**config.mk**
```make
export PLATFORM = sky130hd
export DESIGN_NAME = switch_game_core
export DESIGN_NICKNAME = d
export VERILOG_FILES = /design/src/rtl/switch_game_core.sv
export SDC_FILE = /design/constraint.sdc
export NUM_CORES = 1
export LEC_CHECK = 0
export CAP_MARGIN = 20
export CORE_UTILIZATION = 55
export DETAILED_ROUTE_END_ITERATION = 6
export PLACE_DENSITY = 0.75
export SLEW_MARGIN = 5
export SYNTH_ARGS = -nofsm -noshare
export SYNTH_HDL_FRONTEND = slang
export SYNTH_SLANG_ARGS = --single-unit
```
**constraint.sdc**
```tcl
create_clock -name clk -period 4.1 [get_ports clk]
set_clock_uncertainty 0.05 [all_clocks]
set_input_delay 0.615 -clock clk [delete_from_list [all_inputs] [get_ports clk]]
set_output_delay 0.615 -clock clk [all_outputs]
set_load 0.05 [all_outputs]
```
**src/rtl/switch_game_core.sv**
```systemverilog
// switch_game_core
// Single-FSM engine for the switch game: picks a pseudo-random switch to
// flip, waits for the switches to settle, scores the result and runs the
// round timer. The HexDisplay drivers render score, high_score and
// time_left outside this block.
//
// Ports
//   clk         system clock
//   reset       synchronous, active-high; restores every register, high_score included
//   start       level; begins a game from IDLE or OVER, ignored during play
//   sw          switch inputs, already synchronised upstream
//   led_prompt  one-hot target during play, all ones in OVER, zero in IDLE
//   score       current game score, saturating
//   high_score  best score since reset
//   time_left   seconds remaining in the round
//   game_over   high while in OVER
//   hit / miss  one-cycle pulses reporting the outcome of each check
module switch_game_core #(
    parameter int NUM_SW        = 10,
    parameter int TICKS_PER_SEC = 50_000_000,
    parameter int GAME_SEC      = 20,
    parameter int SETTLE_CYC    = 1_000_000,
    parameter int STREAK_LEN    = 5,
    parameter int SCORE_W       = 7
) (
    input  logic               clk,
    input  logic               reset,
    input  logic               start,
    input  logic [NUM_SW-1:0]  sw,
    output logic [NUM_SW-1:0]  led_prompt,
    output logic [SCORE_W-1:0] score,
    output logic [SCORE_W-1:0] high_score,
    output logic [5:0]         time_left,
    output logic               game_over,
    output logic               hit,
    output logic               miss
);

    localparam int SEC_W    = (TICKS_PER_SEC > 1) ? $clog2(TICKS_PER_SEC) : 1;
    localparam int SET_W    = (SETTLE_CYC > 1) ? $clog2(SETTLE_CYC) : 1;
    localparam int STREAK_W = $clog2(STREAK_LEN + 1);

    localparam logic [SEC_W-1:0]    SEC_LAST     = SEC_W'(TICKS_PER_SEC - 1);
    localparam logic [SET_W-1:0]    SET_LAST     = SET_W'(SETTLE_CYC - 1);
    localparam logic [STREAK_W-1:0] STREAK_MAX   = STREAK_W'(STREAK_LEN);
    localparam logic [STREAK_W-1:0] STREAK_BONUS = STREAK_W'(STREAK_LEN - 1);
    localparam logic [SCORE_W:0]    SCORE_ONE    = (SCORE_W+1)'(1);
    localparam logic [SCORE_W:0]    SCORE_TWO    = (SCORE_W+1)'(2);
    localparam logic [4:0]          NUM_SW5      = 5'(NUM_SW);
    localparam logic [5:0]          GAME_TIME    = 6'(GAME_SEC);
    localparam logic [15:0]         LFSR_SEED    = 16'hACE1;
    localparam logic [15:0]         LFSR_TAPS    = 16'hB400;

    typedef enum logic [2:0] {
        IDLE,
        PROMPT,
        WAIT,
        SETTLE,
        CHECK,
        OVER
    } state_t;

    state_t              state;
    logic [15:0]         lfsr;
    logic [3:0]          last_idx;
    logic [NUM_SW-1:0]   expected;
    logic [NUM_SW-1:0]   snapshot;
    logic [SEC_W-1:0]    sec_cnt;
    logic [SET_W-1:0]    settle_cnt;
    logic [STREAK_W-1:0] streak;

    logic [15:0]         lfsr_next;
    logic [4:0]          idx_mod;
    logic [4:0]          idx_inc;
    logic [3:0]          idx;
    logic [NUM_SW-1:0]   prompt_bit;
    logic [SCORE_W:0]    score_sum;
    logic [SCORE_W-1:0]  score_next;
    logic [STREAK_W-1:0] streak_next;
    logic                running;
    logic                sec_wrap;
    logic                timeout;

    always_comb begin
        // Galois form, taps 16,14,13,11, shifting toward bit 0
        lfsr_next = {1'b0, lfsr[15:1]} ^ (lfsr[0] ? LFSR_TAPS : 16'h0000);

        // Never repeat the previous target: bump to the next switch instead
        idx_mod = {1'b0, lfsr[3:0]} % NUM_SW5;
        idx_inc = idx_mod + 5'd1;
        if (idx_mod[3:0] == last_idx)
            idx = (idx_inc == NUM_SW5) ? 4'd0 : idx_inc[3:0];
        else
            idx = idx_mod[3:0];
        prompt_bit = {{(NUM_SW-1){1'b0}}, 1'b1} << idx;

        // The bonus uses the streak before this hit is counted
        score_sum   = {1'b0, score} + ((streak >= STREAK_BONUS) ? SCORE_TWO : SCORE_ONE);
        score_next  = score_sum[SCORE_W] ? '1 : score_sum[SCORE_W-1:0];
        streak_next = (streak >= STREAK_MAX) ? STREAK_MAX : streak + STREAK_W'(1);

        running  = state inside {PROMPT, WAIT, SETTLE, CHECK};
        sec_wrap = (sec_cnt == SEC_LAST);
        timeout  = running && sec_wrap && (time_left == 6'd1);
    end

    always_ff @(posedge clk) begin
        if (reset) begin
            state      <= IDLE;
            lfsr       <= LFSR_SEED;
            last_idx   <= '0;
            expected   <= '0;
            snapshot   <= '0;
            sec_cnt    <= '0;
            settle_cnt <= '0;
            streak     <= '0;
            led_prompt <= '0;
            score      <= '0;
            high_score <= '0;
            time_left  <= GAME_TIME;
            game_over  <= 1'b0;
            hit        <= 1'b0;
            miss       <= 1'b0;
        end else begin
            lfsr <= lfsr_next;
            hit  <= 1'b0;
            miss <= 1'b0;

            if (running) begin
                if (sec_wrap) begin
                    sec_cnt   <= '0;
                    time_left <= time_left - 6'd1;
                end else begin
                    sec_cnt <= sec_cnt + SEC_W'(1);
                end
            end

            // Running out of time overrides whatever the FSM was doing,
            // including a check landing in the same cycle
            if (timeout) begin
                state      <= OVER;
                game_over  <= 1'b1;
                led_prompt <= '1;
            end else begin
                case (state)
                    IDLE: begin
                        if (start) begin
                            state      <= PROMPT;
                            score      <= '0;
                            streak     <= '0;
                            time_left  <= GAME_TIME;
                            sec_cnt    <= '0;
                            led_prompt <= '0;
                            game_over  <= 1'b0;
                        end
                    end
                    PROMPT: begin
                        expected   <= sw ^ prompt_bit;
                        snapshot   <= sw;
                        led_prompt <= prompt_bit;
                        last_idx   <= idx;
                        state      <= WAIT;
                    end
                    WAIT: begin
                        if (sw != snapshot) begin
                            snapshot   <= sw;
                            settle_cnt <= '0;
                            state      <= SETTLE;
                        end
                    end
                    SETTLE: begin
                        // Any movement restarts the whole stability window
                        if (sw != snapshot) begin
                            snapshot   <= sw;
                            settle_cnt <= '0;
                        end else if (settle_cnt == SET_LAST) begin
                            state <= CHECK;
                        end else begin
                            settle_cnt <= settle_cnt + SET_W'(1);
                        end
                    end
                    CHECK: begin
                        if (sw == expected) begin
                            hit    <= 1'b1;
                            streak <= streak_next;
                            score  <= score_next;
                        end else begin
                            miss   <= 1'b1;
                            streak <= '0;
                        end
                        state <= PROMPT;
                    end
                    OVER: begin
                        // score is frozen here, so repeating the max is harmless
                        if (score > high_score)
                            high_score <= score;
                        if (start) begin
                            state      <= PROMPT;
                            score      <= '0;
                            streak     <= '0;
                            time_left  <= GAME_TIME;
                            sec_cnt    <= '0;
                            led_prompt <= '0;
                            game_over  <= 1'b0;
                        end
                    end
                    default: state <= IDLE;
                endcase
            end
        end
    end

endmodule

```
======== Word level (Yosys, flattened, before mapping) ========
Index checks and enable logic that the tools add are counted.
word-level totals
  word-level logic and storage cells ...... 120
  bits of input ports ..................... 13
  bits in registers ....................... 125
  output and inout port bits .............. 33
operators by class
  multiplexer cells ....................... 42
  bitwise gates (word level) .............. 4
  order comparisons ....................... 3
  reduce and logical (&&, ||, !) cells .... 24
  divide/modulo/power cells ............... 1
  $add $sub $neg .......................... 6
  shift-type cells ........................ 1
  equal/unequal tests ..................... 23
operator list
  operator                                                                  number
  26-bit two-way mux                                                        5
  20-bit two-way mux                                                        3
  10-bit case mux with 2 select lines                                       2
  20-bit case mux with 2 select lines                                       1
  10-bit two-way mux                                                        3
  6-bit two-way mux                                                         5
  26-bit by 1-bit adder with 26-bit output (second input constant)          1
  26-bit == test (second input constant)                                    1
  3-bit two-way mux                                                         8
  7-bit two-way mux                                                         3
  20-bit by 1-bit adder with 20-bit output (second input constant)          1
  20-bit == test (second input constant)                                    1
  16-bit two-way mux                                                        1
  4-bit AND reduction                                                       4
  15-bit by 16-bit XOR with 16-bit output                                   1
  3-bit case mux with 5 select lines                                        1
  7-bit case mux with 2 select lines                                        1
  10-bit == test                                                            1
  10-bit inequality test                                                    1
  2-bit by 1-bit inequality test with 1-bit output (second input constant)  5
  2-bit nonzero test                                                        5
  1-bit by 4-bit << shifter with 10-bit output (first input constant)       1
  10-bit XOR                                                                1
  3-bit AND reduction                                                       3
  other kinds (29)                                                          45

======== Depth between registers and ports, before layout ========
  depth after elaboration ................. 8
  gate-level depth with buffers ........... 15
  depth with buffers taken out ............ 14

======== Least setup slack after synthesis ========
OpenSTA, ideal clock, no wires.
  path kind ............................... reg-to-reg
  start ................................... reg lfsr[2]
  end ..................................... reg expected[1]
  slack ................................... 605 ps
  cell stages (with the launch flop) ...... 15
  path buffers ............................ 0
  data required time ...................... 3,959 ps
  clock period less this slack ............ 3,495 ps
  data arrival time ....................... 3,354 ps
  library setup time ...................... 91 ps
  path through ............................ dfxtp_1 inv_1 ha_1 nor2_1 nor2_1 a21o_1 ha_1 inv_1 nand2_1 or4_1 a31oi_2 a2bb2oi_1 o21ai_1 or3_1 a311oi_1
on the way
  cells in the longest elaborated chain, start to end .. 7
  elaborated cells on any way between the ends .. 8
  classes of those cells .................. 1 x add/sub; 1 x div; 2 x eq/ne; 1 x shift; 2 x mux; 1 x bitwise
RTL lines
  element                                           RTL line  RTL
  from (decl)                                       64        logic [15:0] lfsr;
  from (signal assigned)                            125       lfsr <= lfsr_next;
  4-bit by 4-bit modulo with 5-bit output (*)       89        idx_mod = {1'b0, lfsr[3:0]} % NUM_SW5;
  5-bit by 1-bit adder with 5-bit output            90        idx_inc = idx_mod + 5'd1;
  5-bit by 4-bit == test with 1-bit output          92        idx = (idx_inc == NUM_SW5) ? 4'd0 : idx_inc[3:0];
  4-bit two-way mux                                 92
  4-bit two-way mux (*)                             91        if (idx_mod[3:0] == last_idx)
  1-bit by 4-bit << shifter with 10-bit output (*)  95        prompt_bit = {{(NUM_SW-1){1'b0}}, 1'b1} << idx;
  10-bit XOR (*)                                    158       expected <= sw ^ prompt_bit;
  to (signal assigned)                              158
  to (decl)                                         66        logic [NUM_SW-1:0] expected;
Every way passes the cells marked *; elsewhere a longest branch is shown, timed or not.
A chain may end at the register's enable or synchronous reset.

======== Worst setup path after layout ========
  start ................................... reg lfsr[2]
  end ..................................... reg expected[3]
The elaborated chain is that of the path after synthesis.

==> results.ini <==
[outcome]
status = finished, final reports clean

[power]
powerDensity_nw_per_um2 = 547
leakage_nw = 2.65
vdd_drop_max_mv = 0.383

[timing]
max-slew-margin-rel_pct = 37.5
max_freq_ghz = 0.263
grt_setup_unrepaired = false
holdWs_ns = 0.363
period_share_pct = 92.6
post-route-min-period_ns = 3.80
hold_viol_final = 0
finalMaxSlewViolations = 0
setup_violations = 0
worstMarginPinSlew_ns = 0.938
setup_tns_ns = 0

[route]
routed-wl-met3_um = 593
topRoutingLayerUsed = met4
drtIter0Drc = 384
wl_per_cell_um = 14.4
wirelength_mm = 13.5
routed-wl-met2_mm = 6.56
wl_met1_mm = 6.18
drc = 0
firstDrtPassIters = 5
viasPerCell = 5.80
final_antenna_net_count = 0
num_vias = 5430

[place]
placed_area_um2 = 6910
hpwl_mm = 9.39
globalplace.congestion = 0.877
portBuffers = 45

[flow_run]
maxCapViolCount = 0

[clock_tree]
htree_levels = 4
cts_tree = built
clock-sinks = 125
path_clk_slew_ns = 0.06
cts_buffers = 17
clock_latency_ns = 0.41
root_buffer = clkbuf_16
cts_buffer_depth = 2

[synth]
synth_seq_cells = 125
synth_ff_type = dfxtp_1
syn_inst = 744
synth_warnings = 0
syn-cell-area_um2 = 6370
synth.top_cell.area_share_pct = 39.3
yosysSeqAreaShare_pct = 39.3
ys_types = 61
async_flop_share_pct = 0
synth_area_leaders = dfxtp_1, nor2_1, xnor2_1
avgSynthCellArea_um2 = 8.56
synth-edff-count = 0
synth_top_cell_by_area = dfxtp_1
syn-num-nets = 777

[critical_path]
cp_cell_sequence = inv_1, ha_1, or3b_4, nand2_1, a21o_1, ha_1, inv_1, nand2_1, or4_1, a31oi_2, a2bb2oi_2, or2_2, or4_1, a311oi_1
r2r-end = expected[3]
cp-start-kind = register
crit_slowest_cell = or4_1
r2r_slack_ns = 0.30
slowest_delay_ns = 0.54
cp_num_buf_inv = 2
required_ns = 4.37
rr_worst_depth = 14
crit_family = simple AND/OR/NAND/NOR gates
arrival_ns = 4.07
worstSetupPathType = register to register
r2r-start = lfsr[2]
end_kind = register
crit_fanout = 14

[cells_and_area]
mostFrequentLayoutCell = dfxtp_1
area_growth_syn_to_layout_pct = 17.8
final.fill_count = 904
nNetsFinal = 818
ff_latch_area_um2 = 2500
layout_common_cells = dfxtp_1, nor2_1, clkdlybuf4s50_1
finalInstanceArea_um2 = 7500
multi_input_area_um2 = 3640
diodes = 0
drive_gt1_share_pct = 7.40

[grt]
grtUsageTotal_pct = 24.1
grt_pass1_wl_mm = 22.6
overflow = 0
grt_max_degree = 81
antenna_found_initial = 0
grt_pass1_vias = 5087

[floorplanning]
floorplan.initialDensity_pct = 57.5
core_um2 = 11100
num_rows = 38
die_area_um2 = 12000
ios = 46
fp.dieH_um = 110
die_x_um = 110

[min_path]
hold_depth = 1
worstHoldPathType = register to register
hold_start = lfsr[7]
holdPathEnd = lfsr[6]

[worst reg2reg max path: stages (launching register included)]
cell and delay, ns:
dfxtp_1 0.47, inv_1 0.13, ha_1 0.27, or3b_4 0.41, nand2_1 0.08, a21o_1 0.19
ha_1 0.26, inv_1 0.08, nand2_1 0.08, or4_1 0.13, a31oi_2 0.16, a2bb2oi_2 0.19
or2_2 0.42, or4_1 0.55, a311oi_1 0.26
[cells by family after synthesis]
kind of cell	after synthesis	share of synthesized area, %
and+or+nand+nor	317	25.5
DFF	125	39.3
adders and majority gates	21	4.21
muxes	26	4.09
buffers and inverters	63	3.81
AOI/OAI and AO/OA	123	13.6
xor gates and xnor gates	69	9.49
[timing repair]
item	CTS	global route
hold buffers	0	0
endpoints found under the setup margin	0	16
gates resized for setup	0	3
buffers inserted	0	1
[registers in the layout, summed over array words and instances (netlist names), 6 cells and up]
signal      flops
sec_cnt        26
settle_cnt     20
lfsr           16
expected       10
led_prompt     10
snapshot       10
high_score      7
score           7
time_left       6
[Yosys cell counts, types with 4 or more instances]
cell      count
nand4_1      18
and3_1       12
inv_1        33
nor2b_1      12
nand2b_1     25
mux2i_1      26
or4_1         6
o21ai_0      22
a211oi_1      9
o31ai_1       4
nor4_1        7
or3_1        18
o21a_1        7
a31oi_1      12
xnor2_1      36
nor2_1      112
dfxtp_1     125
xor2_1       33
nand2_1      34
clkbuf_1     23
nor3_1       26
or2_2         7
a311oi_1     10
nand3_1      19
ha_1         19
a21oi_1      28
a21o_1        5
buf_2         5
[where the power goes]
group	total [W]	internal, W	switching (W)
clock	0.00144	0.000902	0.000535
sequential	0.00150	0.00137	0.000127
combinational	0.00117	0.000457	0.000712
total	0.00410	0.00273	0.00137
[worst max path at each step]
stage,from,end,slack [ns],depth (start not counted)
floorplan,lfsr[2],expected[1],0.60,14
global placement,lfsr[2],expected[5],0.35,14
detailed placement,lfsr[2],expected[5],0.16,14
CTS,lfsr[2],expected[5],0.14,14
global route,lfsr[2],expected[6],0.01,14
finish,lfsr[2],expected[3],0.30,14
[area by class of cell]
| class | count | area share, % |
|---|---|---|
| well taps | 140 | 2.33 |
| multi-input cells | 556 | 48.5 |
| flip-flops and latches | 125 | 33.4 |
| repair buffers | 52 | 6.64 |
| clock buffers | 20 | 5.95 |
| clock inverters | 11 | 1.60 |
| inverters | 33 | 1.65 |
[stage by stage]
stage / total power [W] / setup slack (ns) / cells / utilization [%]
after floorplan: 0.00240 / 0.605 / 744 / -
after global placement: 0.00263 / 0.351 / 905 / 62.4
after detailed placement: 0.00267 / 0.162 / 905 / 62.4
after CTS: 0.00411 / 0.142 / 936 / 67.5
after global routing: 0.00431 / 0.0137 / 937 / 67.7
final: 0.00410 / 0.303 / 937 / 67.7
[layer usage]
layer  vias up  global-route usage, %
li1       2696                      -
met1      2585                   29.4
met2       123                   40.5
met3        26                   7.17
met4         0                   8.10
met5         -                      0
No activity file was read; power rests on OpenSTA's default activity.
